===== config.mk =====
export PLATFORM = sky130hd
export DESIGN_NAME = jlsemi_util_clkmux_sel_ctrl_flat
export DESIGN_NICKNAME = d
export VERILOG_FILES = /design/src/rtl/jlsemi_util_clkmux_sel_ctrl_if.sv /design/src/rtl/jlsemi_util_clkmux_sel_ctrl.sv /design/src/flat_wrapper.sv
export SDC_FILE = /design/constraint.sdc
export NUM_CORES = 1
export LEC_CHECK = 0
export BUFFER_PORTS_ARGS = -buffer_cell sky130_fd_sc_hd__clkbuf_2
export CAP_MARGIN = 10
export CORE_UTILIZATION = 30
export DETAILED_ROUTE_END_ITERATION = 16
export PLACE_DENSITY = 0.53
export SYNTH_ARGS = -nofsm -noshare
export SYNTH_HDL_FRONTEND = slang
export SYNTH_SLANG_ARGS = --single-unit
export TNS_END_PERCENT = 5

===== constraint.sdc =====
create_clock -name clk_i -period 2.6 [get_ports clk_i]
set_clock_uncertainty 0.2 [all_clocks]
set_input_delay 0 -clock clk_i [delete_from_list [all_inputs] [get_ports clk_i]]
set_output_delay 0 -clock clk_i [all_outputs]
set_load 0.02 [all_outputs]

===== src/rtl/jlsemi_util_clkmux_sel_ctrl_if.sv =====
// Request/status bundle between a clock-source requester and the clock-mux
// select sequencer. Signal suffixes are from the sequencer's point of view.
interface jlsemi_util_clkmux_sel_ctrl_if;

    // Requested mux source (0 = clk0, 1 = clk1), level, asynchronous to clk_i
    logic req_sel_i;
    // DFT mode: holds off any new switch sequence while high
    logic dft_test_clk_en_i;
    // Registered select to the clock mux
    logic sel_o;
    // Registered enable to the downstream clock gate
    logic clk_gate_en_o;
    // High while a switch sequence is in progress
    logic busy_o;
    // One-cycle pulse as the gate reopens
    logic done_o;

    // Requester side: drives the request and DFT mode, observes status
    modport master (
        output req_sel_i,
        output dft_test_clk_en_i,
        input  sel_o,
        input  clk_gate_en_o,
        input  busy_o,
        input  done_o
    );

    // Sequencer side: consumes the request, produces select and status
    modport slave (
        input  req_sel_i,
        input  dft_test_clk_en_i,
        output sel_o,
        output clk_gate_en_o,
        output busy_o,
        output done_o
    );

endinterface


===== src/rtl/jlsemi_util_clkmux_sel_ctrl.sv =====
// Glitch-safe clock-mux select sequencer. A source change request is
// synchronized into the always-on clk_i domain, then the downstream gate is
// closed, the select flips while the gate is closed, and the gate reopens.
module jlsemi_util_clkmux_sel_ctrl #(
    parameter int CNT_W        = 4,
    parameter int GATE_OFF_CYC = 4,
    parameter int SWITCH_CYC   = 4,
    parameter bit RST_SEL      = 1'b0
) (
    input  logic                             clk_i,
    input  logic                             rst_i,
    jlsemi_util_clkmux_sel_ctrl_if.slave     bus
);

    // Reload values: the counter runs from N-1 down to 0, giving N cycles
    localparam logic [CNT_W-1:0] GATE_OFF_LOAD = CNT_W'(GATE_OFF_CYC - 1);
    localparam logic [CNT_W-1:0] SWITCH_LOAD   = CNT_W'(SWITCH_CYC - 1);

    typedef enum logic [1:0] {
        IDLE     = 2'd0,
        GATE_OFF = 2'd1,
        SWITCH   = 2'd2,
        GATE_ON  = 2'd3
    } state_t;

    state_t             state_q,  state_d;
    logic [CNT_W-1:0]   cnt_q,    cnt_d;
    logic               target_q, target_d;
    logic               sel_q,    sel_d;
    logic               gate_q,   gate_d;
    logic               busy_q,   busy_d;
    logic               done_q,   done_d;

    logic               reqMeta_q;
    logic               reqSync_q;

    // Two-flop synchronizer bringing the asynchronous request into clk_i
    always_ff @(posedge clk_i or posedge rst_i) begin
        if (rst_i) begin
            reqMeta_q <= RST_SEL;
            reqSync_q <= RST_SEL;
        end else begin
            reqMeta_q <= bus.req_sel_i;
            reqSync_q <= reqMeta_q;
        end
    end

    // Sequencer state, settle counter, latched target and registered outputs
    always_ff @(posedge clk_i or posedge rst_i) begin
        if (rst_i) begin
            state_q  <= IDLE;
            cnt_q    <= '0;
            target_q <= RST_SEL;
            sel_q    <= RST_SEL;
            gate_q   <= 1'b1;
            busy_q   <= 1'b0;
            done_q   <= 1'b0;
        end else begin
            state_q  <= state_d;
            cnt_q    <= cnt_d;
            target_q <= target_d;
            sel_q    <= sel_d;
            gate_q   <= gate_d;
            busy_q   <= busy_d;
            done_q   <= done_d;
        end
    end

    // Next-state logic: the select may only move on the GATE_OFF->SWITCH
    // transition, which is always entered with the gate already closed
    always_comb begin
        state_d  = state_q;
        cnt_d    = cnt_q;
        target_d = target_q;
        sel_d    = sel_q;
        gate_d   = gate_q;
        busy_d   = busy_q;
        done_d   = done_q;

        case (state_q)
            IDLE: begin
                gate_d = 1'b1;
                busy_d = 1'b0;
                done_d = 1'b0;
                // DFT holds the request pending; it is picked up once DFT drops
                if ((reqSync_q != sel_q) && !bus.dft_test_clk_en_i) begin
                    state_d  = GATE_OFF;
                    gate_d   = 1'b0;
                    busy_d   = 1'b1;
                    cnt_d    = GATE_OFF_LOAD;
                    target_d = reqSync_q;
                end
            end

            GATE_OFF: begin
                if (cnt_q == '0) begin
                    state_d = SWITCH;
                    sel_d   = target_q;
                    cnt_d   = SWITCH_LOAD;
                end else begin
                    cnt_d = cnt_q - 1'b1;
                end
            end

            SWITCH: begin
                if (cnt_q == '0) begin
                    state_d = GATE_ON;
                    gate_d  = 1'b1;
                    done_d  = 1'b1;
                end else begin
                    cnt_d = cnt_q - 1'b1;
                end
            end

            GATE_ON: begin
                state_d = IDLE;
                done_d  = 1'b0;
                busy_d  = 1'b0;
            end

            default: begin
                state_d = IDLE;
                gate_d  = 1'b1;
                busy_d  = 1'b0;
                done_d  = 1'b0;
            end
        endcase
    end

    assign bus.sel_o         = sel_q;
    assign bus.clk_gate_en_o = gate_q;
    assign bus.busy_o        = busy_q;
    assign bus.done_o        = done_q;

endmodule


===== src/flat_wrapper.sv =====
// flat-port wrapper written by rule: the top's interface ports become plain ports
module jlsemi_util_clkmux_sel_ctrl_flat 
#(
    parameter int CNT_W        = 4,
    parameter int GATE_OFF_CYC = 4,
    parameter int SWITCH_CYC   = 4,
    parameter bit RST_SEL      = 1'b0
)
  (clk_i, rst_i, bus_req_sel_i, bus_dft_test_clk_en_i, bus_sel_o, bus_clk_gate_en_o, bus_busy_o, bus_done_o);
  jlsemi_util_clkmux_sel_ctrl_if bus_i ();
  input  logic clk_i;
  input  logic rst_i;
  input wire logic [$bits(bus_i.req_sel_i)-1:0] bus_req_sel_i;
  input wire logic [$bits(bus_i.dft_test_clk_en_i)-1:0] bus_dft_test_clk_en_i;
  output wire logic [$bits(bus_i.sel_o)-1:0] bus_sel_o;
  output wire logic [$bits(bus_i.clk_gate_en_o)-1:0] bus_clk_gate_en_o;
  output wire logic [$bits(bus_i.busy_o)-1:0] bus_busy_o;
  output wire logic [$bits(bus_i.done_o)-1:0] bus_done_o;
  assign bus_i.req_sel_i = bus_req_sel_i;
  assign bus_i.dft_test_clk_en_i = bus_dft_test_clk_en_i;
  assign bus_sel_o = bus_i.sel_o;
  assign bus_clk_gate_en_o = bus_i.clk_gate_en_o;
  assign bus_busy_o = bus_i.busy_o;
  assign bus_done_o = bus_i.done_o;
  jlsemi_util_clkmux_sel_ctrl #(.CNT_W(CNT_W), .GATE_OFF_CYC(GATE_OFF_CYC), .SWITCH_CYC(SWITCH_CYC), .RST_SEL(RST_SEL)) u_core (.clk_i(clk_i), .rst_i(rst_i), .bus(bus_i));
endmodule

# ---- Yosys cells after proc, flatten, opt, wreduce, memory -nomap -nowiden
# Cells that the tools add are included.
dict set report word_totals {
  reg_bits 13
  out_inout_bits 4
  word_cells 47
}
dict set report op_classes {
  n_eq_ne 8
  reduce_logical 15
  mux 14
  addsub 1
}
# operator n
set ops {}
lappend ops {{4-bit two-way mux} 3}
lappend ops {{4-bit one-hot mux with 3 select lines} 1}
lappend ops {{2-bit one-hot mux with 4 select lines} 1}
lappend ops {{2-bit AND reduction} 4}
lappend ops {{2-bit two-way mux} 3}
lappend ops {{2-bit by 1-bit != test with 1-bit output, second input constant} 3}
lappend ops {{1-bit one-hot mux with 2 select lines} 3}
lappend ops {{3-bit AND reduction} 2}
lappend ops {{2-bit nonzero test} 3}
lappend ops {{2-bit equality test, second input constant} 2}
lappend ops {{4-bit logical NOT} 1}
lappend ops {{4-bit by 1-bit subtractor with 4-bit output, second input constant} 1}
lappend ops {{1-bit two-way mux} 3}
lappend ops {{3-bit nonzero test} 1}
lappend ops {{2-bit by 1-bit equality test with 1-bit output, second input constant} 1}
lappend ops {{2-bit logical NOT} 1}
lappend ops {{2-bit != test, second input constant} 1}
lappend ops {{2-bit OR reduction} 1}
lappend ops {{1-bit logical AND} 1}
lappend ops {{1-bit logical NOT} 1}
lappend ops {{1-bit != test} 1}

# ---- Logic depth before layout (Yosys ltp)
dict set report logic_depth {
  depth_word 4
  ltp_mapped 7
  ltp_nobuf 6
}

# ---- Worst setup path after synthesis
# Ideal clock, no wire load.
dict set report synth_path {
  path_kind {flip-flop to flip-flop}
  startpoint {register u_core.state_q[0]}
  endpoint {register u_core.cnt_q[2]}
  setup_slack_ns 0.647
  required_ns 2.274
  path_stages_with_launch 8
  arrival_ns 1.627
  n_path_buf 1
  setup_ns 0.126
  cell_sequence {dfrtp_1 -> inv_1 -> ha_1 -> buf_2 -> nor4b_1 -> nor3_1 -> and3_1 -> a221o_1}
}
dict set report synth_between {
  elab_chain_len 3
  elab_cells_between_ends 8
  classes_between {eq/ne (4); mux (1); reduce/logical (3)}
}
# item line
set synth_rtl {}
lappend synth_rtl {{start: declaration} jlsemi_util_clkmux_sel_ctrl.sv:26} ;# state_t state_q, state_d;
lappend synth_rtl {{start signal: assignment} jlsemi_util_clkmux_sel_ctrl.sv:59} ;# state_q <= state_d;
lappend synth_rtl {{2-bit equality test, or another cell as far along} jlsemi_util_clkmux_sel_ctrl.sv:80} ;# case (state_q)
lappend synth_rtl {{2-bit != test (no source line), or another cell as far along} n/a}
lappend synth_rtl {{3-bit AND reduction (no source line)} n/a}
lappend synth_rtl {{end signal: assignment} jlsemi_util_clkmux_sel_ctrl.sv:60} ;# cnt_q <= cnt_d;
lappend synth_rtl {{end: declaration} jlsemi_util_clkmux_sel_ctrl.sv:27} ;# logic [CNT_W-1:0] cnt_q, cnt_d;
# Parallel ways exist; a longest one is shown, timed or not.
# A chain may end at the register's enable or synchronous reset.

# ---- Worst setup path in the final report
# Same ends and word-level chain as after synthesis.

==> impl_metrics.ini <==
[synth]
synth_nets = 82
yosysWarnings = 0
ys.flop_type = dfrtp_1
yosysUniqueCellTypes = 27
async_flop_share_pct = 100.0
seq_area_frac_synth_pct = 44.39
synthCells = 70
synth_top_area_share_pct = 40.82
syn_avg_cell_area_um2 = 10.51
netlist_area_um2 = 735.7
yosys-top-cells-area = dfrtp_1, ha_1, mux2_1
synth.most_common_cell = dfrtp_1
ys_ff_latch = 13
synth_common_cells = dfrtp_1, ha_1, inv_1, nand2_1, o21ai_0
yosysTopAreaCell = dfrtp_1
synth-edff-count = 0

[layout]
layout.nets = 96
layout-drive-gt1-share_pct = 15.66
area_growth_syn_to_layout_pct = 16.50
diodes = 0

[routing]
drcViolationCount = 0
drt_iter0_drc = 10
via_count = 534
drt_pass1_iterations = 4
routed_via_density = 4.811
routedWlPerCell_um = 11.51
routed_wl_mm = 1.278
drtAntennaViolNets = 0

[timing]
timing.fmax_mhz = 486.8
final.period_utilization_pct = 79.01
setup_violations = 0
timing.setup.tns_ns = 0
holdWs_ns = 0.07119
hold_viol = 0
rsz0062_at_grt = no
worstMarginPinSlew_ns = 0.5049
slew_viol_final = 0
period_minus_slack_ns = 2.054
relSlewSlack_pct = 66.30

[clock_tree]
clockBufferDepth = 2
clockRootBuffer = clkbuf_4
cts_setup_buffers = 0
cts-resized-gates = 0
htree_levels = 1
tritoncts = done
cts_sinks = 13
clock_latency_ns = 0.28
cts.clk_slew.worst_paths_ns = 0.08
cts_made_buffers = 3

[global_route]
grt_max_degree = 14
grt_first_pass_wirelength_mm = 2.373
grt_overflow = 0
antenna_found_initial = 0
grt_pass1_vias = 562
grtUsageTotal_pct = 12.80

[floorplan]
coreArea_um2 = 2255
initial_core_util_pct = 32.63
num_rows = 17
dieArea_um2 = 2654
die_h_um = 51.52
ios = 8
die_w_um = 51.52

[worst_setup_path]
cp.arrival_ns = 2.02
cp-end-kind = register
crit_path_start_kind = register
path_class = reg -> reg
worst_ep_required_time_ns = 2.57
crit_fanout = 8
rr_worst_depth = 6

[worst_hold_path]
hp-class = in -> async

[power_and_ir_drop]
vdd_ir_drop_max_v = 0.0004857
leakage_uw = 0.0004060
pwr_density_cell_nw_per_um2 = 1248

[placement]
port_buffers = 7
gp_congestion = 0.7273
hpwl_um = 961.5

[job]
drv_cap = 0

[outcome]
status = finished, final reports clean
-- layer usage --
layer / track usage (%) / vias to the layer above / wire length [µm]
li1: - / 273 / -
met1: 14.42 / 246 / 637
met2: 20.56 / 11 / 573
met3: 3.509 / 4 / 35
met4: 9.459 / 0 / 33
met5: 0 / - / 0
-- area by class of cell --
cell class | instances | area [µm²]
fill | 230 | 1398
multi-input combinational | 48 | 374.1
sequential | 13 | 326.6
timing repair buffer | 10 | 65.06
tap | 28 | 35.03
inverter | 8 | 30.03
clock buffer | 4 | 26.28
-- where the power goes --
part	total, µW	internal [µW]	switching [µW]
Combinational	562	241	321
Sequential	381	291	89.8
Clock	126	59.5	66.8
Total	1070	592	478
-- final timing paths --
kind                            slack [ns]                                   end                     startpoint
worst max-delay path                  0.55           u_core.cnt_q[2]$_DFFE_PP0P_  u_core.state_q[0]$_DFFE_PP0P_
worst min-delay path                  0.07           u_core.cnt_q[1]$_DFFE_PP0P_                          rst_i
worst max register to register        0.55           u_core.cnt_q[2]$_DFFE_PP0P_  u_core.state_q[0]$_DFFE_PP0P_
worst min register to register        0.15            u_core.reqSync_q$_DFF_PP0_     u_core.reqMeta_q$_DFF_PP0_
max in group asynchronous             1.77  u_core.bus.clk_gate_en_o$_DFFE_PP1P_                          rst_i
min in group clk_i                    0.15            u_core.reqSync_q$_DFF_PP0_     u_core.reqMeta_q$_DFF_PP0_
-- registers in the layout, summed over array words and instances, names as in the netlist --
| name | cells |
|---|---|
| u_core.reqSync_q | 1 |
| u_core.bus.clk_gate_en_o | 1 |
| u_core.state_q | 2 |
| u_core.cnt_q | 4 |
| u_core.bus.sel_o | 1 |
| u_core.bus.busy_o | 1 |
| u_core.reqMeta_q | 1 |
| u_core.target_q | 1 |
| u_core.bus.done_o | 1 |
-- worst max-delay path: stages (launching register included) --
cell     delay, ns
dfrtp_1       0.41
inv_1         0.11
ha_1          0.31
nor4b_1       0.31
nor3_1        0.09
and3_1        0.20
a221o_1       0.32
-- metrics by stage --
stage | utilization [%] | power (µW) | area, µm² | instances | setup slack [ns]
after floorplan | - | 814.2 | 735.7 | 70 | 0.6474
after global placement | 35.52 | 944.3 | 800.8 | 104 | 0.6010
after detailed placement | 35.52 | 943.8 | 800.8 | 104 | 0.5463
after CTS | 38.01 | 1083 | 857.1 | 111 | 0.5277
after global routing | 38.01 | 1189 | 857.1 | 111 | 0.3616
final | 38.01 | 1070 | 857.1 | 111 | 0.5456
-- layout by cell type (no fill, tap or decap) --
cell type	n
nor4b_1	2
a31oi_1	1
a21oi_2	1
xnor2_1	1
dfstp_2	1
o21a_1	1
clkbuf_2	7
o22ai_1	1
o21ai_0	4
a22oi_1	1
inv_1	8
a221o_1	2
o21ai_1	3
nor4_1	1
nand2_1	6
nor2b_1	2
nor3b_4	1
nor3_1	2
ha_1	8
a21oi_1	2
dlygate4sd3_1	3
clkbuf_1	1
mux2_1	3
nor2_1	2
dfrtp_1	12
o311a_1	1
clkbuf_4	3
and3_1	1
o41ai_1	1
mux2i_1	1
-- logic make-up (layout without fill, tap and decap cells) --
logic type,after synthesis,after routing,synth area share (%)
buffers and inverters,9,22,4.761
DFF,13,13,44.39
and+or+nand+nor,17,17,13.78
xor gates and xnor gates,1,1,1.191
AOI/OAI and AO/OA,18,18,16.33
adders and majority gates,8,8,13.61
muxes,4,4,5.952
-- repair_timing --
item / CTS / global route
endpoints found under the setup margin: 0 / 0
hold buffers: 3 / 0
endpoints found under the hold margin: 16 / 0
Note: power is estimated with default switching activity, not from simulation.
